[config.mk]
export PLATFORM = sky130hd
export DESIGN_NAME = t12t24
export DESIGN_NICKNAME = d
export VERILOG_FILES = /design/src/rtl/t12t24.sv
export SDC_FILE = /design/constraint.sdc
export NUM_CORES = 1
export LEC_CHECK = 0
export ABC_AREA = 1
export CAP_MARGIN = 20
export CORE_UTILIZATION = 55
export DETAILED_ROUTE_END_ITERATION = 10
export PLACE_DENSITY = 0.77
export SLEW_MARGIN = 20
export SYNTH_ARGS = -nofsm -noshare
export SYNTH_HDL_FRONTEND = slang
export SYNTH_SLANG_ARGS = --single-unit
[constraint.sdc]
create_clock -name CLK -period 3.4 [get_ports CLK]
set_clock_uncertainty 0.15 [all_clocks]
set_input_delay 1.02 -clock CLK [delete_from_list [all_inputs] [get_ports CLK]]
set_output_delay 1.02 -clock CLK [all_outputs]
set_load 0.01 [all_outputs]
[src/rtl/t12t24.sv]
// 12-hour to 24-hour BCD hour register: loads a 12-hour BCD value with an
// AM/PM flag, validates and converts it, and advances the hour on CarryIn.
// Latency: Load at edge N -> Hour24/Done at edge N+2; Err at edge N+1.
// Backpressure: Load is ignored while Busy. One CarryIn that arrives while
// Busy is held as pending; any further carries while pending are dropped.
// Ports:
//   CLK, nCR (async active-low reset)
//   Load, Hour12[7:0], PM   - set request, packed BCD 12-hour value
//   CarryIn                 - hour-advance pulse from the minute stage
//   Hour24[7:0]             - registered packed BCD hour, 00..23
//   Busy, Done, Err, DayCarry - registered status pulses and levels
module t12t24 (
  input  logic       CLK,
  input  logic       nCR,
  input  logic       Load,
  input  logic [7:0] Hour12,
  input  logic       PM,
  input  logic       CarryIn,
  output logic [7:0] Hour24,
  output logic       Busy,
  output logic       Done,
  output logic       Err,
  output logic       DayCarry
);

  typedef enum logic [1:0] {IDLE, CHECK, COMMIT} state_t;

  state_t     state_q, state_d;
  logic [7:0] hour_q, hour_d;
  logic [7:0] cap_hr_q, cap_hr_d;
  logic       cap_pm_q, cap_pm_d;
  logic       pend_q, pend_d;
  logic       busy_q, busy_d;
  logic       done_q, done_d;
  logic       err_q, err_d;
  logic       day_q, day_d;

  logic [3:0] tens, units;
  logic       valid;
  logic [7:0] conv;
  logic       pend_eff;

  // BCD increment with 23 -> 00 wrap.
  function automatic logic [7:0] bcd_inc(input logic [7:0] h);
    logic [7:0] r;
    if (h == 8'h23)
      r = 8'h00;
    else if (h[3:0] == 4'd9)
      r = {h[7:4] + 4'd1, 4'd0};
    else
      r = {h[7:4], h[3:0] + 4'd1};
    return r;
  endfunction

  assign tens  = cap_hr_q[7:4];
  assign units = cap_hr_q[3:0];
  // tens <= 1 and units <= 9 already excludes non-BCD codes; the range
  // compare then removes 00 and 13..19.
  assign valid = (units <= 4'd9) && (tens <= 4'd1) &&
                 (cap_hr_q != 8'h00) && (cap_hr_q <= 8'h12);

  // PM 01..11 adds 12: tens+1, units+2, with a decimal carry when units+2
  // would exceed 9 (e.g. 09 -> 21).
  always_comb begin
    conv = cap_hr_q;
    if (cap_hr_q == 8'h12)
      conv = cap_pm_q ? 8'h12 : 8'h00;
    else if (!cap_pm_q)
      conv = cap_hr_q;
    else if (units >= 4'd8)
      conv = {tens + 4'd2, units - 4'd8};
    else
      conv = {tens + 4'd1, units + 4'd2};
  end

  // A carry arriving in the same cycle as the decision is treated as if it
  // had already been pending, so it is never lost while Busy.
  assign pend_eff = pend_q | CarryIn;

  always_comb begin
    state_d  = state_q;
    hour_d   = hour_q;
    cap_hr_d = cap_hr_q;
    cap_pm_d = cap_pm_q;
    pend_d   = pend_q;
    done_d   = 1'b0;
    err_d    = 1'b0;
    day_d    = 1'b0;
    case (state_q)
      IDLE: begin
        if (CarryIn) begin
          hour_d = bcd_inc(hour_q);
          day_d  = (hour_q == 8'h23);
        end
        if (Load) begin
          cap_hr_d = Hour12;
          cap_pm_d = PM;
          state_d  = CHECK;
        end
      end
      CHECK: begin
        if (valid) begin
          state_d = COMMIT;
          pend_d  = pend_eff;
        end else begin
          state_d = IDLE;
          err_d   = 1'b1;
          pend_d  = 1'b0;
          if (pend_eff) begin
            hour_d = bcd_inc(hour_q);
            day_d  = (hour_q == 8'h23);
          end
        end
      end
      COMMIT: begin
        state_d = IDLE;
        done_d  = 1'b1;
        pend_d  = 1'b0;
        if (pend_eff) begin
          hour_d = bcd_inc(conv);
          day_d  = (conv == 8'h23);
        end else begin
          hour_d = conv;
        end
      end
      default: state_d = IDLE;
    endcase
    busy_d = (state_d != IDLE);
  end

  always_ff @(posedge CLK or negedge nCR) begin
    if (!nCR) begin
      state_q  <= IDLE;
      hour_q   <= 8'h00;
      cap_hr_q <= 8'h00;
      cap_pm_q <= 1'b0;
      pend_q   <= 1'b0;
      busy_q   <= 1'b0;
      done_q   <= 1'b0;
      err_q    <= 1'b0;
      day_q    <= 1'b0;
    end else begin
      state_q  <= state_d;
      hour_q   <= hour_d;
      cap_hr_q <= cap_hr_d;
      cap_pm_q <= cap_pm_d;
      pend_q   <= pend_d;
      busy_q   <= busy_d;
      done_q   <= done_d;
      err_q    <= err_d;
      day_q    <= day_d;
    end
  end

  assign Hour24   = hour_q;
  assign Busy     = busy_q;
  assign Done     = done_q;
  assign Err      = err_q;
  assign DayCarry = day_q;

endmodule

==> run_results.csv, run 1 <==
group,metric,value,unit
run_status,status,"completed",
worst_hold_path,holdCritPathClass,"reg2reg",
final_layout,seqCellArea,601,um2
synth,syn_nets,296,
clock_network,path_clk_slew,0.13,ns
clock_network,postCtsSetupBuffers,0,
sta,fmax,393,MHz
clock_network,h-tree-depth,1,
grt,grt_pass1_wl,6.46,mm
synth,synthTopCellsByArea,"dfrtp_1, ha_1, nand2_1, nor2_1, inv_1",
die,start_util,57.7,%
drt,vias,1696,
grt,track_usage,23.4,%
final_layout,final_cell_mix,"nand2_1, nor2_1, inv_1",
synth,syn_inst,265,
sta,final.setup.tns,0,ns
synth,ys_seq_elements,24,
sta,hold_viol,0,
placed_design,gp_congestion,0.862,
drt,drc,0,
final_layout,mostFrequentLayoutCell,"nand2_1",
critical_path,start_kind,"flop",
final_layout,diodes,0,
job,max_cap_viol_count,0,
die,ios,25,
synth,synthArstFlopShare,100,%
critical_path,arrival,2.61,ns
die,die_w,61.4,um
final_layout,multi_input_area,1170,um2
clock_network,ctsLongestPathBuffers,2,
sta,period_share,74.9,%
sta,grt_setup_unrepaired,"no",
clock_network,cts_inserted_buffers,3,
synth,syn-cell-area,1940,um2
final_layout,layout-drive-gt1-share,13.4,%
power,powerDensity,889,nW/um2
critical_path,criticalPathCategory,"reg2reg",
synth,yosys.area.top_type,"dfrtp_1",
drt,routed_via_density,5.05,
final_layout,finalNetCount,322,
power,power.leakage,1.15,nW
critical_path,cp_num_buf_inv,4,
sta,min_period,2.55,ns
synth,syn_avg_cell_area,7.32,um2
critical_path,critPathMaxFanout,10,
synth,synth-edff-count,0,
placed_design,hpwl,3.07,mm
sta,finalSetupViolCount,0,
sta,finalMaxSlewViolations,0,
grt,grt_max_degree,25,
clock_network,clockRootBuffer,"clkbuf_4",
sta,finalWorstSetupSlack,0.852,ns
critical_path,path_cells,"inv_1 -> ha_1 -> inv_1 -> nor2_2 -> nand2_4 -> nand3_1 -> nand2_2 -> inv_2 -> ha_1 -> nand2_1 -> inv_1 -> nand2_1 -> nor3_2 -> nor2_1 -> o21ai_0 -> a21oi_1",
drt,drt-total-wl,3.89,mm
die,die-area,3770,um2
die,coreArea,3360,um2
critical_path,cp-end-kind,"flop",
power,peakVddDrop,0.442,mV
final_layout,area_delta_synth_final,17.1,%
synth,yosysWarnings,0,
drt,drt_iter0_markers,93,
grt,overflow,0,
sta,worst_slew_pin_slew,0.452,ns
clock_network,clk_latency,0.32,ns
critical_path,crit_family,"simple AND/OR/NAND/NOR gates",
clock_network,ctsResizeCount,0,
placed_design,portBuffers,24,
grt,antenna_found_initial,0,
placed_design,preCtsSetupSlack,0.619,ns
synth,synth_ff_type,"dfrtp_1",
sta,slew_headroom,69.9,%
synth,ys_types,34,
clock_network,hold_buffers,0,
final_layout,final_cell_area,2270,um2
critical_path,path_common_cell,"inv_1",
critical_path,crit_path_max_incr_delay,0.46,ns
grt,grt_pass1_vias,1511,
final_layout,fillers,322,
placed_design,placed_cell_area,2220,um2
synth,synth_top_area_share,30.9,%
drt,drtPass1Iterations,4,
clock_network,cts_sinks,24,
die,die_h,61.4,um
drt,drtAntennaViolNets,0,
drt,wl_per_cell,11.6,um
sta,timing.hold.ws,0.407,ns
critical_path,critPathSlowestCell,"dfrtp_1",
synth,ys_seq_area_share,30.9,%
critical_path,cp_data_required_time,3.46,ns
clock_network,cts_tree,"yes",
die,row_count,21,
worst reg2reg max path, stage by stage (launching register included):
cell     delay, ns
dfrtp_1       0.46
inv_1         0.14
ha_1          0.18
inv_1         0.07
nor2_2        0.19
nand2_4       0.14
nand3_1       0.12
nand2_2       0.09
inv_2         0.08
ha_1          0.15
nand2_1       0.05
inv_1         0.04
nand2_1       0.08
nor3_2        0.19
nor2_1        0.08
o21ai_0       0.12
a21oi_1       0.11
cell families (layout without fill, tap and decap cells):
family                     after synthesis  after routing  share of synthesized area (%)
AOI/OAI and AO/OA                       36             36                           11.2
and+or+nand+nor                        140            140                           35.1
DFF                                     24             24                           30.9
xor gates and xnor gates                 5              5                           2.26
buffers and inverters                   42             67                           8.90
adders and majority gates               18             18                           11.6
layout make-up:
| class | count | area share, % |
|---|---|---|
| sequential | 24 | 26.4 |
| timing repair buffer | 26 | 11.2 |
| inverter | 37 | 6.11 |
| multi-input combinational | 199 | 51.4 |
| clock buffer | 3 | 0.991 |
| clock inverter | 1 | 1.32 |
| tap | 46 | 2.53 |
metrics by stage:
stage	cells	total power [mW]	utilization, %
final	336	2.02	67.6
after CTS	336	2.04	67.6
after global routing	336	2.26	67.6
after floorplan	265	1.49	-
after detailed placement	332	1.82	66.0
after global placement	332	1.79	66.0
worst paths after layout:
| path | start | to | slack (ns) | depth (start not counted) |
|---|---|---|---|---|
| worst max-delay path | cap_hr_q[5] | Hour24[0] | 0.85 | 16 |
| worst min-delay path | pend_q | pend_q | 0.41 | 2 |
| worst max register to register | cap_hr_q[5] | Hour24[0] | 0.85 | 16 |
| worst min register to register | pend_q | pend_q | 0.41 | 2 |
| max in group asynchronous | nCR | cap_hr_q[4] | 1.98 | 2 |
| min in group asynchronous | nCR | Hour24[2] | 0.88 | 2 |
Yosys cell counts (3+ instances only):
cell type and n:
nand2_2 7, a21oi_1 15, inv_1 32, inv_2 5, nor2_2 4, nand3_1 20
nand3_2 6, a21boi_1 4, nand2_1 56, nand2_4 3, o21ai_0 7, dfrtp_1 24
nand4_1 3, nor2_1 33, xor2_1 4, ha_1 18
metal layers:
layer	share of wire (%)	wire, um	GRT usage (%)	vias to the layer above
li1	-	-	-	896
met1	45	1750	28.1	776
met2	52	2030	43.3	20
met3	1.9	74	2.73	4
met4	0.87	34	7.30	0
met5	0	0	0	-
where the power goes:
group | total [mW] | switching (mW) | internal [mW]
combinational | 1.26 | 0.741 | 0.516
sequential | 0.552 | 0.146 | 0.406
clock | 0.211 | 0.0913 | 0.119
Note: power is estimated with default switching activity, not from simulation.
==> run 2, diff against run 1 <==
--- a/config.mk
+++ b/config.mk
@@ -7,9 +7,9 @@
 export LEC_CHECK = 0
 export ABC_AREA = 1
 export CAP_MARGIN = 20
-export CORE_UTILIZATION = 55
+export CORE_UTILIZATION = 50
 export DETAILED_ROUTE_END_ITERATION = 10
-export PLACE_DENSITY = 0.77
+export PLACE_DENSITY = 0.74
 export SLEW_MARGIN = 20
 export SYNTH_ARGS = -nofsm -noshare
 export SYNTH_HDL_FRONTEND = slang
==> constraint.sdc (replaced) <==
create_clock -name CLK -period 2 [get_ports CLK]
set_clock_uncertainty 0.15 [all_clocks]
set_input_delay 0.6 -clock CLK [delete_from_list [all_inputs] [get_ports CLK]]
set_output_delay 0.6 -clock CLK [all_outputs]
set_load 0.01 [all_outputs]
==> run 2 against run 1 <==
Compared with the run above: the run now ends with negative setup slack left; fmax rose by 15%; sequential share of layout area is 5.7 points lower; die area increased by 9.7%; combinational power increased to 2.8 times the previous value; count of clock-buffer cells in the layout stayed put; critical path depth down 2; total power grew 140%; critical path type unchanged; highest routed layer unchanged.
==> run_results.csv, run 2 (synthesized netlist as in run 1, its figures left out) <==
group,metric,value,unit
run_status,status,"finished with violations",
run_status,violations,"negative setup slack",
drt,drc,0,
critical_path,start_kind,"flop",
clock_network,cts_inserted_buffers,3,
power,total_power,4.81,mW
critical_path,cp_data_required_time,2.02,ns
drt,drtAntennaViolNets,0,
grt,overflow,0,
clock_network,clk_latency,0.27,ns
clock_network,ctsLongestPathBuffers,2,
grt,grt_pass1_vias,2030,
critical_path,path_cells,"inv_2 -> ha_4 -> inv_4 -> nor2_4 -> nand3_2 -> nand2_4 -> ha_2 -> nand2_1 -> inv_1 -> nand2_2 -> nor3_4 -> nor2_2 -> o21ai_1 -> a21oi_1",
worst_hold_path,holdCritPathClass,"reg2reg",
grt,grt_max_degree,25,
final_layout,multi_input_area,1290,um2
grt,grt_pass1_wl,8.58,mm
final_layout,diodes,0,
die,die-area,4130,um2
placed_design,portBuffers,24,
clock_network,hold_buffers,0,
drt,wl_per_cell,12.5,um
critical_path,cp-end-kind,"flop",
sta,finalSetupViolCount,9,
drt,routed_via_density,5.09,
drt,drtPass1Iterations,6,
die,die_w,64.3,um
placed_design,hpwl,3.53,mm
sta,worst_slew_pin_slew,0.407,ns
grt,track_usage,26.8,%
clock_network,path_clk_slew,0.09,ns
critical_path,critPathMaxFanout,3,
sta,slew_headroom,72.7,%
placed_design,gp_congestion,0.853,
final_layout,finalNetCount,384,
critical_path,crit_family,"simple AND/OR/NAND/NOR gates",
sta,grt_setup_unrepaired,"yes",
die,die_h,64.3,um
power,power.leakage,1.49,nW
clock_network,cts_sinks,24,
clock_network,h-tree-depth,1,
power,peakVddDrop,1.03,mV
clock_network,cts_tree,"yes",
drt,drt_iter0_markers,64,
final_layout,layout-drive-gt1-share,34.9,%
critical_path,crit_path_max_incr_delay,0.40,ns
grt,antenna_found_initial,0,
sta,timing.hold.ws,0.417,ns
critical_path,critPathSlowestCell,"dfrtp_1",
sta,hold_viol,0,
job,max_cap_viol_count,0,
critical_path,arrival,2.22,ns
power,powerDensity,1660,nW/um2
critical_path,cp_num_buf_inv,3,
drt,vias,2037,
clock_network,clockRootBuffer,"clkbuf_8",
final_layout,final_cell_mix,"buf_4, nand2_1, nor2_1",
sta,finalWorstSetupSlack,-0.207,ns
final_layout,seqCellArea,601,um2
final_layout,mostFrequentLayoutCell,"buf_4",
drt,drt-total-wl,5.01,mm
die,start_util,52.6,%
sta,period_share,110,%
critical_path,criticalPathCategory,"reg2reg",
sta,finalMaxSlewViolations,0,
final_layout,fillers,251,
final_layout,area_delta_synth_final,49.0,%
sta,min_period,2.21,ns
die,row_count,22,
sta,fmax,453,MHz
die,coreArea,3690,um2
die,ios,25,
[run 2: changes by cell type in the layout (fill, tap and decap cells not counted), moves of 4 or more]
cell	previous run	this run
buf_4	2	63
ha_1	18	13
inv_1	32	27
nand2_1	56	51
o21ai_0	7	3
[run 2: layout make-up]
class                      instances  area share (%)
clock buffer                       3            1.43
clock inverter                     1            1.04
inverter                          37            4.98
multi-input combinational        199            44.5
sequential                        24            20.8
tap                               48            2.08
timing repair buffer              88            25.2
[run 2: metrics by stage]
stage,setup WS (ns),TNS [ns],instance area [um2],std cells,util (%)
after floorplan,-0.0478,-0.194,1970,265,-
after global placement,-0.180,-1.42,2540,372,68.9
after detailed placement,-0.231,-1.79,2540,372,68.9
after CTS,-0.0930,-0.620,2790,392,75.7
after global routing,-0.352,-2.82,2890,400,78.4
final,-0.207,-1.39,2890,400,78.4
[run 2: where the power goes]
group	total, mW	internal, mW	switching, mW
logic	3.53	1.75	1.78
registers	0.849	0.693	0.156
clock network	0.434	0.268	0.167
[run 2: final timing paths]
path | start | slack (ns) | cells after the start | end
setup / recovery | cap_hr_q[5] | -0.21 | 14 | Hour24[0]
setup reg to reg | cap_hr_q[5] | -0.21 | 14 | Hour24[0]
min in group asynchronous | nCR | 0.55 | 2 | Hour24[6]
hold reg to reg | pend_q | 0.42 | 2 | pend_q
max in group asynchronous | nCR | 0.91 | 2 | state_q[1]
hold / removal | pend_q | 0.42 | 2 | pend_q
[run 2: routing by layer]
layer	track usage, %	routed length (um)	vias to the layer above
met5	0	0	-
met4	13.1	165	0
met3	2.50	116	19
met2	49.5	2670	52
met1	30.5	2050	937
li1	-	-	1029
[run 2: what timing repair did]
action                                  4_1_cts  5_1_grt
gates resized for setup                      16       11
endpoints found under the setup margin       12       14
pin swaps                                     8       13
setup buffers                                16        8
[run 2: worst min-delay path, stage by stage (launching register included)]
cell	delay (ns)
dfrtp_1	0.40
inv_1	0.06
o22ai_1	0.08
==> run 3, diff against run 2 <==
--- a/config.mk
+++ b/config.mk
@@ -6,9 +6,11 @@
 export NUM_CORES = 1
 export LEC_CHECK = 0
 export ABC_AREA = 1
+export ABC_CLOCK_PERIOD_IN_PS = 2000
 export CAP_MARGIN = 20
 export CORE_UTILIZATION = 50
 export DETAILED_ROUTE_END_ITERATION = 10
+export GPL_TIMING_DRIVEN = 0
 export PLACE_DENSITY = 0.74
 export SLEW_MARGIN = 20
 export SYNTH_ARGS = -nofsm -noshare
==> run 3 against run 2 <==
Compared with the run above: wire length is 8.0% lower; final cell count is 7.8% lower; largest cell class unchanged; first-iteration DRC count is 52% higher; largest power group unchanged; the run still ends with negative setup slack left; die area stayed put; sequential power is 3.9% higher; combinational power is 18% lower; register-to-register slack worse by 0.03 ns; total power is 12% lower; via count is 9.2% lower.
==> run_results.csv, run 3 (synthesized netlist as in run 1, its figures left out) <==
group,metric,value,unit
run_status,status,"finished with violations",
run_status,violations,"negative setup slack",
final_layout,final_cell_mix,"nand2_1, nor2_1, buf_4",
clock_network,path_clk_slew,0.09,ns
clock_network,cts_tree,"yes",
final_layout,seqCellArea,603,um2
die,die-area,4130,um2
power,power.leakage,1.35,nW
die,die_h,64.3,um
drt,drtPass1Iterations,4,
final_layout,area_delta_synth_final,36.8,%
drt,vias,1850,
worst_hold_path,holdCritPathClass,"in2async",
critical_path,start_kind,"flop",
drt,drt_iter0_markers,97,
sta,final.setup.tns,-1.44,ns
grt,grt_pass1_wl,7.54,mm
placed_design,placed_cell_area,2270,um2
die,row_count,22,
drt,drtAntennaViolNets,0,
final_layout,post-route-util,72.0,%
critical_path,critPathMaxFanout,3,
critical_path,cp-end-kind,"flop",
critical_path,criticalPathCategory,"reg2reg",
sta,fmax,446,MHz
clock_network,ctsLongestPathBuffers,2,
final_layout,diodes,0,
grt,track_usage,23.7,%
final_layout,mostFrequentLayoutCell,"nand2_1",
critical_path,path_common_cell,"nand2_2",
sta,period_share,112,%
grt,grt_pass1_vias,1712,
sta,finalSetupViolCount,9,
critical_path,cp.depth,15,
grt,overflow,0,
sta,finalWorstSetupSlack,-0.240,ns
clock_network,h-tree-depth,1,
sta,timing.hold.ws,0.155,ns
die,coreArea,3690,um2
critical_path,crit_path_max_incr_delay,0.40,ns
drt,drt-total-wl,4.60,mm
job,max_cap_viol_count,0,
final_layout,fillers,289,
critical_path,crit_family,"simple AND/OR/NAND/NOR gates",
drt,wl_per_cell,12.5,um
clock_network,hold_buffers,0,
critical_path,reg2reg_depth,15,
critical_path,cp_num_buf_inv,4,
final_layout,multi_input_area,1290,um2
die,die_w,64.3,um
die,start_util,52.6,%
clock_network,clockRootBuffer,"clkbuf_8",
final_layout,finalNetCount,353,
clock_network,clk_latency,0.28,ns
power,peakVddDrop,0.906,mV
critical_path,arrival,2.26,ns
grt,grt_max_degree,25,
placed_design,portBuffers,24,
placed_design,hpwl,3.17,mm
critical_path,path_cells,"inv_2 -> ha_4 -> inv_4 -> nor2_4 -> nand3_2 -> nand2_2 -> ha_1 -> nand2_1 -> inv_1 -> nand2_2 -> nor3_4 -> nor2_1 -> buf_4 -> nand2_2 -> a21boi_1",
sta,hold_viol,0,
critical_path,critPathSlowestCell,"dfrtp_1",
sta,finalMaxSlewViolations,0,
power,powerDensity,1590,nW/um2
sta,slew_headroom,62.3,%
power,total_power,4.23,mW
sta,min_period,2.24,ns
clock_network,cts_inserted_buffers,3,
final_layout,layout-drive-gt1-share,29.0,%
drt,drc,0,
final_layout,final_cell_area,2660,um2
placed_design,gp_congestion,0.882,
sta,grt_setup_unrepaired,"yes",
sta,worst_slew_pin_slew,0.566,ns
die,ios,25,
drt,routed_via_density,5.01,
clock_network,cts_sinks,24,
critical_path,cp_data_required_time,2.02,ns
grt,antenna_found_initial,0,
run 3: metrics by stage:
stage               instances  worst slack, ns
floorplan                 265          -0.0478
global placement          337           -0.349
detailed placement        337           -0.412
CTS                       360           -0.258
global route              369           -0.366
finish                    369           -0.240
run 3: what timing repair did:
action	CTS	global route
pin swaps	9	13
buffers inserted	18	9
gates resized for setup	13	18
cloned	1	0
setup endpoints to repair	14	15
run 3: path summary, 6_finish.rpt:
kind / to / slack [ns] / from
worst min-delay path: Hour24[6] / 0.15 / nCR
min in group CLK: cap_hr_q[7] / 0.42 / cap_hr_q[7]
worst max register to register: Hour24[5] / -0.24 / cap_hr_q[5]
worst min register to register: cap_hr_q[7] / 0.42 / cap_hr_q[7]
max in group asynchronous: Hour24[0] / 1.14 / nCR
worst max-delay path: Hour24[5] / -0.24 / cap_hr_q[5]
run 3: layout make-up:
type | instances | area share, %
flip-flops and latches | 24 | 22.7
multi-input cells | 200 | 48.6
well taps | 48 | 2.26
inverters | 37 | 5.51
plain buffers | 5 | 1.32
repair buffers | 51 | 16.9
clock inverters | 1 | 1.13
clock buffers | 3 | 1.56
run 3: report_power, final:
part           internal (mW)  switching [mW]  total, mW
sequential             0.697           0.185      0.882
combinational           1.29            1.62       2.91
clock                  0.268           0.170      0.438
run 3: per-layer routing:
layer | up-vias | global-route usage [%] | wire, um | share of wire (%)
li1 | 965 | - | - | -
met1 | 840 | 28.0 | 2010 | 44
met2 | 37 | 42.4 | 2360 | 51
met3 | 8 | 2.86 | 132 | 2.9
met4 | 0 | 10.6 | 95 | 2.1
met5 | - | 0 | 0 | 0
